`src/rtl/reveal_engine.sv`:
```
// reveal_engine: minesweeper reveal/flag controller with a multi-pass scanning flood fill.
module reveal_engine (
  input  logic         clk,
  input  logic         rst,
  input  logic         map_ready,
  input  logic [255:0] map_flat,
  input  logic [2:0]   cursor_x,
  input  logic [2:0]   cursor_y,
  input  logic         reveal,
  input  logic         flag,
  output logic [63:0]  revealed,
  output logic [63:0]  flagged,
  output logic         busy,
  output logic         game_over,
  output logic         game_won
);
  localparam logic [2:0] WAIT_MAP = 3'd0;
  localparam logic [2:0] IDLE     = 3'd1;
  localparam logic [2:0] SCAN     = 3'd2;
  localparam logic [2:0] LOST     = 3'd3;
  localparam logic [2:0] WON      = 3'd4;
  localparam logic [63:0] COL0 = 64'h0101_0101_0101_0101;
  localparam logic [63:0] COL7 = 64'h8080_8080_8080_8080;
  logic [2:0]   state_q, state_d;
  logic [255:0] board_q, board_d;
  logic [63:0]  rev_q, rev_d, flag_q, flag_d;
  logic [5:0]   idx_q, idx_d;
  logic         chg_q, chg_d;
  logic         busy_q, over_q, won_q;
  logic [63:0]  mine, oh, nb, grow;
  logic [5:0]   sel;
  logic [3:0]   sel_v, scan_v;
  assign sel    = {cursor_y, cursor_x};
  assign sel_v  = board_q[{sel, 2'b00} +: 4];
  assign scan_v = board_q[{idx_q, 2'b00} +: 4];
  assign oh     = 64'd1 << idx_q;
  // Shifted one-hot gives each neighbour; column masks kill row wrap-around.
  assign nb = ((oh >> 1) & ~COL7) | ((oh << 1) & ~COL0) | (oh >> 8) | (oh << 8) |
              ((oh >> 9) & ~COL7) | ((oh >> 7) & ~COL0) | ((oh << 7) & ~COL7) | ((oh << 9) & ~COL0);
  assign grow = (rev_q[idx_q] && scan_v == 4'd0) ? (nb & ~rev_q & ~flag_q) : 64'd0;
  always_comb begin
    for (int i = 0; i < 64; i++) mine[i] = board_q[4*i +: 4] == 4'hF;
  end
  always_comb begin
    state_d = state_q;
    board_d = board_q;
    rev_d   = rev_q;
    flag_d  = flag_q;
    idx_d   = idx_q;
    chg_d   = chg_q;
    if (state_q == WAIT_MAP) begin
      if (map_ready) begin
        board_d = map_flat;
        state_d = IDLE;
      end
    end else if (!map_ready) begin
      state_d = WAIT_MAP;
      rev_d   = '0;
      flag_d  = '0;
    end else if (state_q == IDLE) begin
      if (&(rev_q | mine)) state_d = WON;
      else if (reveal) begin
        if (!rev_q[sel] && !flag_q[sel]) begin
          rev_d[sel] = 1'b1;
          state_d    = sel_v == 4'hF ? LOST : sel_v == 4'd0 ? SCAN : IDLE;
          idx_d      = '0;
          chg_d      = 1'b0;
        end
      end else if (flag && !rev_q[sel]) flag_d[sel] = !flag_q[sel];
    end else if (state_q == SCAN) begin
      rev_d = rev_q | grow;
      idx_d = idx_q + 6'd1;
      chg_d = (chg_q || |grow) && idx_q != 6'd63;
      if (idx_q == 6'd63 && !chg_q && !(|grow)) state_d = IDLE;
    end else if (state_q == LOST) rev_d = rev_q | mine;
  end
  always_ff @(posedge clk or posedge rst) begin
    if (rst) begin
      state_q <= WAIT_MAP;
      board_q <= '0;
      rev_q   <= '0;
      flag_q  <= '0;
      idx_q   <= '0;
      chg_q   <= 1'b0;
      busy_q  <= 1'b0;
      over_q  <= 1'b0;
      won_q   <= 1'b0;
    end else begin
      state_q <= state_d;
      board_q <= board_d;
      rev_q   <= rev_d;
      flag_q  <= flag_d;
      idx_q   <= idx_d;
      chg_q   <= chg_d;
      busy_q  <= state_d == SCAN;
      over_q  <= state_d == LOST;
      won_q   <= state_d == WON;
    end
  end
  assign revealed  = rev_q;
  assign flagged   = flag_q;
  assign busy      = busy_q;
  assign game_over = over_q;
  assign game_won  = won_q;
endmodule

```
`config.mk`:
```
export PLATFORM = sky130hd
export DESIGN_NAME = reveal_engine
export DESIGN_NICKNAME = d
export VERILOG_FILES = /design/src/rtl/reveal_engine.sv
export SDC_FILE = /design/constraint.sdc
export NUM_CORES = 1
export LEC_CHECK = 0
export CORE_MARGIN = 4
export CORE_UTILIZATION = 45
export DETAILED_ROUTE_END_ITERATION = 6
export MAX_ROUTING_LAYER = met4
export PLACE_DENSITY_LB_ADDON = 0.12
export SETUP_SLACK_MARGIN = 0.3
export SYNTH_ARGS = -nofsm -noshare
export SYNTH_HDL_FRONTEND = slang
export SYNTH_SLANG_ARGS = --single-unit
```
`constraint.sdc`:
```
create_clock -name clk -period 14.31 [get_ports clk]
set_clock_uncertainty 0.1 [all_clocks]
set_input_delay 2.862 -clock clk [delete_from_list [all_inputs] [get_ports clk]]
set_output_delay 2.862 -clock clk [all_outputs]
set_load 0.02 [all_outputs]
```
==> metrics.txt <==
# TYPE chip_impl_metric gauge
chip_impl_metric{name="firstDrtPassIters",unit=""} 7
chip_impl_metric{name="placed_cells",unit=""} 3298
chip_impl_info{name="worst_setup_path_start_kind",value="primary input"} 1
chip_impl_metric{name="clkSlewWorstSetupHoldPaths",unit="ns"} 0.06
chip_impl_metric{name="setup_total_negative_slack",unit="ns"} 0
chip_impl_metric{name="final.period_utilization",unit=""} 0.5494
chip_impl_metric{name="reg2reg_depth",unit=""} 11
chip_impl_metric{name="globalRouteTotalUtil",unit=""} 0.4637
chip_impl_info{name="endpoint_kind",value="flip-flop"} 1
chip_impl_info{name="layout_common_cells",value="393 x clkdlybuf4s50_1, 392 x dfrtp_1, 282 x mux2_2"} 1
chip_impl_metric{name="worstPathMaxFanout",unit=""} 48
chip_impl_metric{name="critPathRequiredTime",unit="ns"} 14.64
chip_impl_metric{name="synth_cell_type_count",unit=""} 93
chip_impl_metric{name="detail-route-antenna-nets",unit=""} 0
chip_impl_metric{name="post_cts.repair.setup_buffers",unit=""} 0
chip_impl_info{name="run_status",value="completed"} 1
chip_impl_metric{name="cts.repair.resized",unit=""} 0
chip_impl_metric{name="die-height",unit="microns"} 240.1
chip_impl_metric{name="peak_supply_drop",unit="uV"} 112.7
chip_impl_metric{name="synth_mux_area_frac",unit=""} 0.2065
chip_impl_metric{name="htreeDepth",unit=""} 2
chip_impl_metric{name="area_growth",unit="%"} 24.41
chip_impl_info{name="hp-class",value="flip-flop to flip-flop"} 1
chip_impl_metric{name="grt_antenna_before_repair",unit=""} 13
chip_impl_metric{name="cellLeakagePower",unit="uW"} 0.01128
chip_impl_metric{name="min_delay_path_depth",unit=""} 2
chip_impl_metric{name="drt-initial-drc-count",unit=""} 4992
chip_impl_info{name="yosys_most_used_dff",value="dfrtp_1"} 1
chip_impl_metric{name="wl_per_cell",unit="microns"} 39.54
chip_impl_metric{name="worst_pin_slew",unit="ns"} 1.347
chip_impl_metric{name="cell_row_count",unit=""} 84
chip_impl_info{name="synth_top_family_by_area",value="compound AO/OA/AOI/OAI gates"} 1
chip_impl_metric{name="wirelength",unit="microns"} 134000
chip_impl_metric{name="final.fill_count",unit=""} 4491
chip_impl_metric{name="clock.fmax",unit="MHz"} 127.2
chip_impl_metric{name="clk_path_buf_depth",unit=""} 3
chip_impl_metric{name="share_of_flip_flops_with_an_asynchronous_set_or_reset_after_synthesis",unit=""} 1.000
chip_impl_metric{name="grt_first_pass_wirelength",unit="microns"} 185700
chip_impl_metric{name="grt_overflow_total",unit=""} 0
chip_impl_metric{name="synth_simple_gate_area_share",unit=""} 0.1201
chip_impl_metric{name="cts-buffers-inserted",unit=""} 45
chip_impl_metric{name="post_synth_fa_ha_maj_area_fraction",unit=""} 0.003096
chip_impl_metric{name="synth-edff-count",unit=""} 0
chip_impl_metric{name="netlist.area_leader.share",unit=""} 0.4097
chip_impl_metric{name="post_synth_xor_area_fraction",unit=""} 0.0007224
chip_impl_metric{name="synth-compound-area-share",unit=""} 0.2090
chip_impl_info{name="rsz0062_at_grt",value="no"} 1
chip_impl_metric{name="pin_count_of_the_biggest_net_entering_global_routing",unit=""} 169
chip_impl_metric{name="yosys_register_bits",unit=""} 397
chip_impl_metric{name="worst_skew_pair.late_latency",unit="ns"} 0.61
chip_impl_metric{name="maxCapViolations",unit=""} 0
chip_impl_metric{name="postSynthCellCount",unit=""} 2342
chip_impl_metric{name="gp_congestion",unit=""} 1.056
chip_impl_metric{name="sequential_share_of_the_synthesized_area",unit=""} 0.4097
chip_impl_info{name="layout_commonest_cell",value="clkdlybuf4s50_1"} 1
chip_impl_metric{name="post-route-drc-count",unit=""} 0
chip_impl_metric{name="detail_placement_hpwl",unit="microns"} 97330
chip_impl_info{name="yosys_top_cell_by_area",value="dfrtp_1"} 1
chip_impl_metric{name="post-route-min-period",unit="ns"} 7.862
chip_impl_metric{name="mappedNetlistNets",unit=""} 2615
chip_impl_metric{name="timing.final.max_slew_violations",unit=""} 0
chip_impl_info{name="criticalPathCategory",value="primary input to flip-flop"} 1
chip_impl_metric{name="finalHoldViolations",unit=""} 0
chip_impl_metric{name="design.final.nets",unit=""} 2930
chip_impl_metric{name="synthesized_cell_area",unit="sq um"} 24250
chip_impl_metric{name="via_per_inst",unit=""} 7.516
chip_impl_metric{name="final_cells",unit=""} 3390
chip_impl_metric{name="worstPathArrival",unit="ns"} 8.19
chip_impl_metric{name="synth.yosys.warnings",unit=""} 0
chip_impl_info{name="cts_tree",value="built"} 1
chip_impl_metric{name="multi_input_comb_area",unit="sq um"} 13140
chip_impl_metric{name="core_region_area",unit="sq um"} 52970
chip_impl_metric{name="ctsHoldBuffers",unit=""} 0
chip_impl_metric{name="timing.max_slew.rel_slack",unit=""} 0.09001
chip_impl_metric{name="die_x",unit="microns"} 240.1
chip_impl_metric{name="power_density",unit="nW/um^2"} 137.4
chip_impl_metric{name="die-area",unit="sq um"} 57660
chip_impl_info{name="cts_root_buffer",value="clkbuf_16"} 1
chip_impl_metric{name="setup_viol_count_final",unit=""} 0
chip_impl_metric{name="placement.io_buffers",unit=""} 397
chip_impl_metric{name="final_layout_size_suffix_gt1_frac",unit=""} 0.1948
chip_impl_metric{name="post-place-ws",unit="ns"} 6.166
chip_impl_metric{name="initial_utilization",unit=""} 0.4578
chip_impl_info{name="synth_top_cells_by_area",value="dfrtp_1 41%, mux2_2 13%, mux4_2 5.7%"} 1
chip_impl_metric{name="number_of_global_route_vias_before_repair",unit=""} 24390
chip_impl_metric{name="area.sequential",unit="sq um"} 9941
chip_impl_metric{name="postLayoutSetupSlackWorst",unit="ns"} 6.448
chip_impl_metric{name="cts_sinks",unit=""} 397
chip_impl_metric{name="routed-via-count",unit=""} 25480
chip_impl_metric{name="io-pin-count",unit=""} 398
chip_impl_metric{name="syn_area_per_cell",unit="sq um"} 10.35
==> metal layers <==
metal  global-route usage  vias to the layer above  share of wire
met2               0.6356                     2451           0.41
met5                    -                        -              0
met4               0.2532                        0          0.078
met1               0.5884                    12550           0.37
li1                     -                     9838              -
met3               0.1811                      636           0.15
==> logic make-up (layout without fill, tap and decap cells) <==
group,count (synthesis),in the layout
AO/OA/AOI/OAI,703,703
AND/OR/NAND/NOR,578,578
flip-flops,397,397
multiplexers,387,387
buffers and inverters,269,617
adder cells (fa/ha/maj),6,6
XOR/XNOR,2,2
other,0,12
==> stage by stage <==
stage               cell area, sq um    util  hold WS [ns]  power, uW
floorplan                      24250       -        0.3964       2266
global placement               28650  0.5409        0.4161       2851
detailed placement             28650  0.5409        0.4214       2875
CTS                            30140  0.5689        0.4336       4057
global route                   30160  0.5694        0.4743       4222
finish                         30170  0.5695        0.4389       4146
==> worst paths after layout <==
path / to / slack (ns) / start
worst max-delay path: idx_q[1]$_DFFE_PP0P_ / 6.45 / cursor_x[2]
worst min-delay path: chg_q$_DFFE_PP0P_ / 0.44 / chg_q$_DFFE_PP0P_
worst max register to register: game_over$_DFF_PP0_ / 8.55 / idx_q[1]$_DFFE_PP0P_
worst min register to register: chg_q$_DFFE_PP0P_ / 0.44 / chg_q$_DFFE_PP0P_
max in group asynchronous: board_q[143]$_DFFE_PP0P_ / 9.03 / rst
min in group asynchronous: board_q[102]$_DFFE_PP0P_ / 2.73 / rst
==> critical path: stages <==
cell,delay [ns]
buf_4,0.57
buf_4,0.74
nor2_2,0.18
buf_4,0.27
a221o_1,0.36
a222oi_1,0.36
o22ai_1,0.13
nor4_2,0.64
and4_1,0.60
nand2_1,0.85
nand2_1,0.43
o21ai_0,0.14
==> registers in the layout, indices dropped and copies added (netlist names) <==
signal,cells
state_q,3
revealed,64
game_won,1
game_over,1
flagged,64
busy,1
chg_q,1
idx_q,6
board_q,256
==> synthesized netlist by cell type, types with 7 or more instances <==
library cell	instances
nand2_1	136
o21ai_0	67
a221o_1	18
buf_1	9
and3_1	8
a2111oi_0	11
or4_1	8
a22oi_1	60
mux4_2	61
a22o_1	16
buf_4	19
and2_1	12
o41ai_1	10
mux2_2	282
buf_2	51
clkbuf_1	92
o211ai_1	14
nor4_1	48
a32o_1	18
o22ai_1	101
a211o_1	9
buf_6	12
a221oi_1	38
a31oi_1	21
or2_2	11
nor3_1	62
inv_1	82
dfrtp_1	397
or3_1	16
a41oi_1	58
o2bb2ai_1	7
o221ai_1	9
a211oi_1	10
a21oi_1	132
mux2i_1	42
nor2b_1	16
nand4_1	27
nor3b_1	10
nor2_1	155
o31ai_1	19
nand3_1	15
nand2b_1	19
==> area by class of cell <==
cell class                      instances  area share
Antenna cell                           12   0.0009954
Clock inverter                         12    0.003691
Inverter                               85     0.01082
Tap cell                              688     0.02853
Timing Repair Buffer                  452      0.1454
Sequential cell                       397      0.3295
Multi-Input combinational cell       1676      0.4355
Clock buffer                           68     0.04554
==> where the power goes <==
| part | internal (uW) | switching, uW |
|---|---|---|
| Clock | 680 | 505 |
| Combinational | 540 | 759 |
| Sequential | 1300 | 356 |
| Total | 2530 | 1620 |
(Power assumes the default switching activity.)
